[src/rtl/magneton_sequencer_if.sv]
// ============================================================================
// Module      : magneton_sequencer_if
// Description : Front-panel / magnetron bus for the cook-cycle sequencer.
//               master modport = panel side (drives buttons, door, tick, load)
//               slave  modport = sequencer side (drives mag_on, status, beep)
// Signals     : startn/stopn/clearn (active-low buttons), door_closed, tick,
//               load, time_in[TW], mag_on, timer_done, time_left[TW],
//               state[2], beep
// Revision    : 1.0 - initial release
// ============================================================================
`default_nettype none

interface magneton_sequencer_if #(
    parameter int TW = 12
);
    logic          startn;
    logic          stopn;
    logic          clearn;
    logic          door_closed;
    logic          tick;
    logic          load;
    logic [TW-1:0] time_in;
    logic          mag_on;
    logic          timer_done;
    logic [TW-1:0] time_left;
    logic [1:0]    state;
    logic          beep;

    modport master (
        output startn, stopn, clearn, door_closed, tick, load, time_in,
        input  mag_on, timer_done, time_left, state, beep
    );

    modport slave (
        input  startn, stopn, clearn, door_closed, tick, load, time_in,
        output mag_on, timer_done, time_left, state, beep
    );
endinterface

`default_nettype wire

[src/rtl/magneton_sequencer.sv]
// ============================================================================
// Module      : magneton_sequencer
// Description : Microwave cook-cycle controller. IDLE/COOK/PAUSE/DONE sequence
//               driven by active-low panel buttons, the door switch and a 1 Hz
//               tick; counts down the loaded cook time and enables the
//               magnetron.
// Ports       : clk    - system clock (rising edge)
//               resetn - asynchronous active-low reset
//               bus    - magneton_sequencer_if.slave (panel inputs, status out)
// Parameters  : TW         - cook-time counter width in seconds
//               BEEP_TICKS - ticks the beeper stays on after DONE entry
// Config      : MAGNETON_BEEP_EN - when defined, enables the DONE beeper;
//               otherwise beep is tied low and no counter exists.
// Revision    : 1.0 - initial release
// ============================================================================
`default_nettype none

module magneton_sequencer #(
    parameter int TW         = 12,
    parameter int BEEP_TICKS = 3
) (
    input  logic                  clk,
    input  logic                  resetn,
    magneton_sequencer_if.slave   bus
);

    typedef enum logic [1:0] {
        S_IDLE  = 2'b00,
        S_COOK  = 2'b01,
        S_PAUSE = 2'b10,
        S_DONE  = 2'b11
    } state_t;

    state_t        st;
    logic [TW-1:0] time_left_r;
    logic          timer_done_r;

    // Two-stage button registers: first stage samples the pin, second holds
    // the previous sample so a press is a 1->0 edge of the registered value.
    logic start_q, start_d;
    logic stop_q,  stop_d;
    logic clear_q, clear_d;

    logic start_press, stop_press, clear_press;
    logic do_start, do_stop, do_clear;

    assign start_press = start_d & ~start_q;
    assign stop_press  = stop_d  & ~stop_q;
    assign clear_press = clear_d & ~clear_q;

    // Simultaneous presses resolve clear > stop > start.
    assign do_clear = clear_press;
    assign do_stop  = stop_press  & ~clear_press;
    assign do_start = start_press & ~stop_press & ~clear_press;

`ifdef MAGNETON_BEEP_EN
    localparam int BW = (BEEP_TICKS < 1) ? 1 : $clog2(BEEP_TICKS + 1);
    logic          beep_r;
    logic [BW-1:0] beep_cnt;
`endif

    always_ff @(posedge clk or negedge resetn) begin
        if (!resetn) begin
            st           <= S_IDLE;
            time_left_r  <= '0;
            timer_done_r <= 1'b0;
            start_q      <= 1'b1;
            start_d      <= 1'b1;
            stop_q       <= 1'b1;
            stop_d       <= 1'b1;
            clear_q      <= 1'b1;
            clear_d      <= 1'b1;
`ifdef MAGNETON_BEEP_EN
            beep_r       <= 1'b0;
            beep_cnt     <= '0;
`endif
        end else begin
            start_q <= bus.startn;
            start_d <= start_q;
            stop_q  <= bus.stopn;
            stop_d  <= stop_q;
            clear_q <= bus.clearn;
            clear_d <= clear_q;

            case (st)
                S_IDLE: begin
                    if (do_clear) begin
                        time_left_r <= '0;
                    end else if (do_start && bus.door_closed && (time_left_r != '0)) begin
                        st <= S_COOK;
                    end else if (bus.load) begin
                        time_left_r <= bus.time_in;
                    end
                end
                S_COOK: begin
                    if (do_clear) begin
                        st          <= S_IDLE;
                        time_left_r <= '0;
                    end else if (do_stop || !bus.door_closed) begin
                        // Pausing wins over a coincident tick: no decrement.
                        st <= S_PAUSE;
                    end else if (bus.tick) begin
                        if (time_left_r <= TW'(1)) begin
                            time_left_r  <= '0;
                            st           <= S_DONE;
                            timer_done_r <= 1'b1;
`ifdef MAGNETON_BEEP_EN
                            beep_r   <= (BEEP_TICKS > 0);
                            beep_cnt <= BW'(BEEP_TICKS);
`endif
                        end else begin
                            time_left_r <= time_left_r - TW'(1);
                        end
                    end
                end
                S_PAUSE: begin
                    if (do_clear || do_stop) begin
                        st          <= S_IDLE;
                        time_left_r <= '0;
                    end else if (do_start && bus.door_closed) begin
                        st <= S_COOK;
                    end
                end
                S_DONE: begin
                    if (clear_press || stop_press || start_press || !bus.door_closed) begin
                        st           <= S_IDLE;
                        timer_done_r <= 1'b0;
`ifdef MAGNETON_BEEP_EN
                        beep_r <= 1'b0;
`endif
                    end
`ifdef MAGNETON_BEEP_EN
                    else if (bus.tick && beep_r) begin
                        if (beep_cnt <= BW'(1)) begin
                            beep_r <= 1'b0;
                        end
                        beep_cnt <= beep_cnt - BW'(1);
                    end
`endif
                end
                default: st <= S_IDLE;
            endcase
        end
    end

    // Combinational so an opening door kills the magnetron in the same cycle.
    assign bus.mag_on     = (st == S_COOK) & bus.door_closed;
    assign bus.timer_done = timer_done_r;
    assign bus.time_left  = time_left_r;
    assign bus.state      = st;
`ifdef MAGNETON_BEEP_EN
    assign bus.beep       = beep_r;
`else
    assign bus.beep       = 1'b0;
`endif

endmodule

`default_nettype wire

[src/flat_wrapper.sv]
// flat-port wrapper written by rule: the top's interface ports become plain ports
module magneton_sequencer_flat 
#(
    parameter int TW         = 12,
    parameter int BEEP_TICKS = 3
)
  (clk, resetn, bus_startn, bus_stopn, bus_clearn, bus_door_closed, bus_tick, bus_load, bus_time_in, bus_mag_on, bus_timer_done, bus_time_left, bus_state, bus_beep);
  magneton_sequencer_if #(.TW(TW)) bus_i ();
  input  logic clk;
  input  logic resetn;
  input wire logic [$bits(bus_i.startn)-1:0] bus_startn;
  input wire logic [$bits(bus_i.stopn)-1:0] bus_stopn;
  input wire logic [$bits(bus_i.clearn)-1:0] bus_clearn;
  input wire logic [$bits(bus_i.door_closed)-1:0] bus_door_closed;
  input wire logic [$bits(bus_i.tick)-1:0] bus_tick;
  input wire logic [$bits(bus_i.load)-1:0] bus_load;
  input wire logic [$bits(bus_i.time_in)-1:0] bus_time_in;
  output wire logic [$bits(bus_i.mag_on)-1:0] bus_mag_on;
  output wire logic [$bits(bus_i.timer_done)-1:0] bus_timer_done;
  output wire logic [$bits(bus_i.time_left)-1:0] bus_time_left;
  output wire logic [$bits(bus_i.state)-1:0] bus_state;
  output wire logic [$bits(bus_i.beep)-1:0] bus_beep;
  assign bus_i.startn = bus_startn;
  assign bus_i.stopn = bus_stopn;
  assign bus_i.clearn = bus_clearn;
  assign bus_i.door_closed = bus_door_closed;
  assign bus_i.tick = bus_tick;
  assign bus_i.load = bus_load;
  assign bus_i.time_in = bus_time_in;
  assign bus_mag_on = bus_i.mag_on;
  assign bus_timer_done = bus_i.timer_done;
  assign bus_time_left = bus_i.time_left;
  assign bus_state = bus_i.state;
  assign bus_beep = bus_i.beep;
  magneton_sequencer #(.TW(TW), .BEEP_TICKS(BEEP_TICKS)) u_core (.clk(clk), .resetn(resetn), .bus(bus_i));
endmodule
[config.mk]
export PLATFORM = sky130hd
export DESIGN_NAME = magneton_sequencer_flat
export DESIGN_NICKNAME = d
export VERILOG_FILES = /design/src/rtl/magneton_sequencer_if.sv /design/src/rtl/magneton_sequencer.sv /design/src/flat_wrapper.sv
export SDC_FILE = /design/constraint.sdc
export NUM_CORES = 1
export LEC_CHECK = 0
export CELL_PAD_IN_SITES_DETAIL_PLACEMENT = 0
export CELL_PAD_IN_SITES_GLOBAL_PLACEMENT = 2
export CORE_AREA = 2 2 68 70
export CTS_CLUSTER_DIAMETER = 40
export DETAILED_ROUTE_END_ITERATION = 10
export DIE_AREA = 0 0 70 72
export DONT_BUFFER_PORTS = 1
export GPL_ROUTABILITY_DRIVEN = 0
export GPL_TIMING_DRIVEN = 1
export HOLD_SLACK_MARGIN = 0.15
export PLACE_DENSITY_LB_ADDON = 0.1
export SKIP_LAST_GASP = 1
export SYNTH_ARGS = -nofsm -noshare
export SYNTH_HDL_FRONTEND = slang
export SYNTH_SLANG_ARGS = --single-unit
[constraint.sdc]
create_clock -name clk -period 2.1 [get_ports clk]
set_input_delay 0.63 -clock clk [delete_from_list [all_inputs] [get_ports clk]]
set_output_delay 0.63 -clock clk [all_outputs]
set_load 0.1 [all_outputs]
==> results of run 1 <==
## layout make-up
| type | count | area [µm²] | area share |
|---|---|---|---|
| multi-input combinational | 108 | 842 | 0.445 |
| sequential | 21 | 568 | 0.300 |
| timing repair buffer | 36 | 323 | 0.171 |
| tap | 52 | 65.1 | 0.0344 |
| inverter | 12 | 50.0 | 0.0264 |
| clock buffer | 4 | 45.0 | 0.0238 |
## logic make-up after synthesis
family	count (synthesis)	share of synthesized area
flops	21	0.394
buf+inv	19	0.0574
simple gates	49	0.201
compound gates	47	0.249
mux	4	0.0315
other cells	1	0.00277
fa+ha+maj	7	0.0648
## layout by cell type, fill, tap and decap left out, types with 2 or more instances in the layout
master | Yosys | routed
a211oi_1 | 8 | 3
a211oi_2 | 0 | 5
a21oi_1 | 5 | 5
a22o_1 | 2 | 2
a32oi_1 | 5 | 4
buf_12 | 0 | 2
buf_4 | 1 | 30
buf_6 | 0 | 2
clkbuf_8 | 0 | 3
dfrtp_2 | 0 | 7
dfrtp_4 | 0 | 7
dfstp_2 | 6 | 6
ha_1 | 7 | 3
ha_2 | 0 | 3
inv_1 | 12 | 10
inv_4 | 0 | 2
mux2i_1 | 2 | 2
nand2b_1 | 2 | 2
nand3_1 | 6 | 6
nor2_1 | 12 | 10
nor2b_1 | 2 | 2
nor3_1 | 12 | 10
nor3_2 | 0 | 2
nor4_1 | 3 | 3
o211ai_1 | 2 | 2
o21ai_0 | 8 | 3
o21ai_1 | 0 | 5
o22ai_1 | 4 | 4
o31ai_1 | 5 | 5
## routing by layer
layer,part of all wire,wire length [µm],vias to the layer above
met5,0,0,-
met4,0.023,104,0
met3,0.059,261,9
met2,0.52,2290,47
met1,0.40,1780,646
li1,-,-,625
## repair_timing
| item | 4_1_cts | 5_1_grt |
|---|---|---|
| gates cloned | 0 | 1 |
| resized for setup | 1 | 21 |
| pin swaps | 1 | 8 |
| buffers inserted | 2 | 0 |
| hold buffers | 1 | 0 |
| setup endpoints to repair | 5 | 14 |
| hold endpoints to repair | 15 | 0 |
## critical path, delay by kind of cell (launching register included)
family	cells	cell delay, ps
DFF	1	480
muxes	1	350
and+or+nand+nor	3	870
AOI/OAI and AO/OA	1	300
## stage by stage
stage               setup TNS (ps)  instance area, µm²  hold slack [ps]  cells
detailed placement           -33.5                1720              335    225
CTS                          -45.3                1790              199    232
floorplan                     -207                1420              334    148
global route                  -563                1890              184    233
finish                       -18.5                1890              209    233
global placement                 0                1720              335    225
## worst max path at each step
| stage | slack [ps] | depth (start not counted) | endpoint | startpoint |
|---|---|---|---|---|
| 6_report | -20 | 5 | u_core.bus.state[1]$_DFFE_PN0P_ | u_core.bus.time_left[9]$_DFFE_PN0P_ |
| 5_1_grt | -100 | 7 | u_core.bus.state[1]$_DFFE_PN0P_ | u_core.bus.time_left[1]$_DFFE_PN0P_ |
| 4_1_cts | -50 | 5 | u_core.bus.state[1]$_DFFE_PN0P_ | u_core.bus.time_left[9]$_DFFE_PN0P_ |
| 3_5_place_dp | -30 | 5 | u_core.bus.state[1]$_DFFE_PN0P_ | u_core.bus.time_left[4]$_DFFE_PN0P_ |
| 3_3_place_gp | 20 | 5 | u_core.bus.state[1]$_DFFE_PN0P_ | u_core.bus.time_left[4]$_DFFE_PN0P_ |
| 2_1_floorplan | -170 | 5 | u_core.bus.state[1]$_DFFE_PN0P_ | u_core.bus.time_left[9]$_DFFE_PN0P_ |
## sequential cells by signal, summed over array words and instances (netlist names)
signal,flops
u_core.bus.state,2
u_core.bus.time_left,12
u_core.clear_q,1
u_core.clear_d,1
u_core.bus.timer_done,1
u_core.stop_q,1
u_core.start_q,1
u_core.start_d,1
u_core.stop_d,1
==> metrics.txt, run 1 <==
CTS clk-pin slew, worst paths=90 ps; Fin Clk Skew=15.2 ps; clk sinks=21; critical path arrival=2260 ps; crit path max fanout=2; hpwl dp=3.24 mm; busiest grt layer=met2; grt met1 use=0.212; Synthesized Nets=175; GR Layer Usage met2=0.327; count leader, synth=dfrtp_1; first-pass GRT wire length=7.22 mm; reg2reg path depth=5; Avg Synthesized Cell Area=9.14 µm²; final hold violation count=0; RSZ-0062 raised after global routing=true; total track usage=0.180; Synth Instances=148; fillcell total=425; initial antenna violation count=0; P&R area growth vs syn=40.0%; Synth area leaders=dfrtp_1 28%, dfstp_2 12%, ha_1 6.5%, nor3_1 4.4%, a211oi_1 4.4%; HP Class=in -> async; htree depth=1; layout cells sized above 1=0.459; Max-Cap Viols=0; Die W=70 µm; CP peak stage delay=560 ps; Die Area=5040 µm²; Synth Flop Type=dfrtp_1; core box area=4260 µm²; Fmax achieved=0.472 GHz; Worst setup EP type=register; initial core utilization=0.317; vias in the first global route=1430; first drt pass iteration count=4; final worst path period share=1.01; root buf cell=clkbuf_8; Reg2Reg Setup Slack=-20 ps; reg2reg start=u_core.bus.time_left[9]$_DFFE_PN0P_; Post-Syn Area=1350 µm²; # DRC=0; CTS tree=built; biggest area consumer among synthesized cells=dfrtp_1; crit-path cells=or4_4 -> nor4_4 -> nand2_2 -> a221oi_4 -> mux2_1; row cnt=24; Worst Tran Pin Value=811 ps; initial DRC count=54; Worst-Skew Late Latency=270 ps; grt total ovfl=0; DRT Wirelength=4.43 mm; top cell type's share of synthesized area=0.278; I/O Pins=37; Via Count=1327; Syn. warnings=0; Max clock buf depth=2; reg-to-reg critical path endpoint=u_core.bus.state[1]$_DFFE_PN0P_; pre-CTS setup slack=-31.0 ps; largest net degree at the start of global routing=16; failing checks=negative setup slack; CTS Buf Count=3; CP max-delay cell=or4_4; Post-synth top cells=15 x dfrtp_1, 12 x inv_1, 12 x nor2_1, 12 x nor3_1; startpoint types=register; wire per inst=19.0 µm; async set-reset flop share out of synthesis=1.00; outcome=finished with violations; Post-synth EDFFs=0; Setup CP Type=reg -> reg; setup violators final=1; register bit count reported by yosys=21; Slew Viols, Final=0; fin util=0.444; Req. time, crit path=2240 ps; Die Span Y=72 µm; Setup WS post-layout=-18.5 ps; minimum clock period=2120 ps; sequential-to-total area share from yosys stat=0.394; Worst slew margin=0.457; IO buf count=0; met3 Usage GRT=0.0444; post-synth cell types=41; Final ANT Viol Nets=0; Final nets=209; Via density=5.70; diode count=0
Power of run 1 is not shown: default switching activity piles up to over one toggle a cycle in this logic, so the estimate is an artifact.
==> run 2, diff against run 1 <==
- CORE_AREA: 2 2 68 70 -> 3 3 69 71
- DIE_AREA: 0 0 70 72 -> 0 0 72 74
- SETUP_SLACK_MARGIN: default -> 0.05
==> metrics.txt, run 2 (synthesis results as in run 1) <==
CTS tree=built; crit-path cells=or4_4 -> nor4_4 -> nand2_1 -> a221oi_2 -> mux2_1; hpwl dp=3.26 mm (+0.60%); root buf cell=clkbuf_8; wire per inst=18.6 µm (-2.3%); HP Class=in -> async; initial DRC count=51 (-5.6%); initial core utilization=0.315 (-0.00222); busiest grt layer=met2; setup_tns=-70.7 ps (-52.2 ps); # DRC=0 (unchanged); fin cells=237 (+1.7%); largest net degree at the start of global routing=16 (unchanged); critical path arrival=2270 ps (about the same); Worst-Skew Late Latency=270 ps (about the same); Final ANT Viol Nets=0 (unchanged); outcome=finished with violations; most frequent cells in the layout=33 x buf_4, 11 x nor3_1, 10 x inv_1, 10 x nor2_1; grt total ovfl=0 (unchanged); CTS Buf Count=3 (unchanged); minimum clock period=2130 ps (+10.8 ps); diode count=0 (unchanged); fillcell total=422 (-0.71%); IO buf count=0 (unchanged); met3 Usage GRT=0.0473 (+0.00285); Slew Viols, Final=0 (unchanged); Worst slew margin=0.448 (-0.00962); core box area=4290 µm² (+0.70%); first drt pass iteration count=4 (unchanged); htree depth=1 (unchanged); Via density=5.67 (-0.43%); final worst path period share=1.01 (+0.00516); Die W=72 µm (+2.9%); row cnt=24 (unchanged); vias in the first global route=1402 (-2.0%); final hold violation count=0 (unchanged); I/O Pins=37 (unchanged); Final nets=213 (+1.9%); total track usage=0.170 (-0.0104); clk sinks=21 (unchanged); grt met1 use=0.195 (-0.0163); Via Count=1344 (+1.3%); Setup WS post-layout=-29.3 ps (-10.8 ps); Worst Tran Pin Value=826 ps (+14.4 ps); commonest non-fill, non-tap cell in the layout=buf_4; first-pass GRT wire length=6.91 mm (-4.3%); DRT Wirelength=4.40 mm (-0.63%); Reg2Reg Setup Slack=-30 ps (about the same); GR Layer Usage met2=0.311 (-0.0158); Fmax achieved=0.470 GHz (-0.51%); initial antenna violation count=0 (unchanged); Die Area=5330 µm² (+5.7%); P&R area growth vs syn=41.5%; Worst setup EP type=register; Placed Cells=227 (+0.89%); Fin Clk Skew=10.1 ps (-5.11 ps); failing checks=negative setup slack; Req. time, crit path=2250 ps (about the same); Die Span Y=74 µm (+2.8%); max reg flops=12 (unchanged); CP peak stage delay=560 ps (about the same); RSZ-0062 raised after global routing=true; CTS clk-pin slew, worst paths=90 ps (about the same); layout cells sized above 1=0.443 (-0.0153); setup violators final=4 (+3); Max clock buf depth=2 (unchanged); crit path max fanout=3 (+1); CP max-delay cell=or4_4; Setup CP Type=reg -> reg; startpoint types=register; Max-Cap Viols=0 (unchanged)
## run 2: through the flow
stage          setup WS, ps  instance area, µm²  hold slack, ps   util
2_1_floorplan          -131                1430             334      -
3_3_place_gp           14.7                1740             335  0.405
3_5_place_dp          -55.4                1740             335  0.405
4_1_cts               -68.8                1810             193  0.422
5_1_grt                -152                1910             190  0.446
6_report              -29.3                1910             201  0.446
## run 2: cell type report
cell class,instances,area (µm²),area share
well taps,52,65.1,0.0340
flip-flops and latches,21,568,0.297
clock buffers,4,45.0,0.0235
inverters,12,50.0,0.0261
repair buffers,40,360,0.188
multi-input cells,108,826,0.431
## run 2: path summary, 6_finish.rpt
| kind | from | to | depth (start not counted) |
|---|---|---|---|
| worst min-delay path | resetn | u_core.clear_q$_DFF_PN1_ | 0 |
| worst max-delay path | u_core.bus.time_left[9]$_DFFE_PN0P_ | u_core.bus.state[1]$_DFFE_PN0P_ | 5 |
| worst max register to register | u_core.bus.time_left[9]$_DFFE_PN0P_ | u_core.bus.state[1]$_DFFE_PN0P_ | 5 |
| max in group asynchronous | resetn | u_core.bus.state[1]$_DFFE_PN0P_ | 1 |
| worst min register to register | u_core.stop_q$_DFF_PN1_ | u_core.stop_d$_DFF_PN1_ | 0 |
| min in group clk | bus_stopn | u_core.stop_q$_DFF_PN1_ | 0 |
## run 2: critical path: cells and delay by family (launching register included)
| kind | cells | cell delay, ps |
|---|---|---|
| AND/OR/NAND/NOR | 3 | 890 |
| flip-flops | 1 | 480 |
| AO/OA/AOI/OAI | 1 | 280 |
| multiplexers | 1 | 360 |
## run 2: timing repair
item | in CTS | in global routing
endpoints found under the setup margin | 8 | 13
hold buffers | 1 | 0
hold endpoints to repair | 15 | 0
gates cloned | 0 | 1
pin swaps | 0 | 9
gates resized for setup | 4 | 16
setup buffers | 0 | 4
## run 2: layer usage
| layer | routed length [µm] | vias up |
|---|---|---|
| li1 | - | 637 |
| met1 | 1800 | 652 |
| met2 | 2270 | 48 |
| met3 | 268 | 7 |
| met4 | 59 | 0 |
| met5 | 0 | - |
Power of run 2 is left out for the same reason.
==> run 3, diff against run 2 <==
- CAP_MARGIN: default -> 20
==> results of run 3 <==
The final DEF is identical to that of run 2; final timing and power are the same.
Power of run 3 is left out for the same reason.
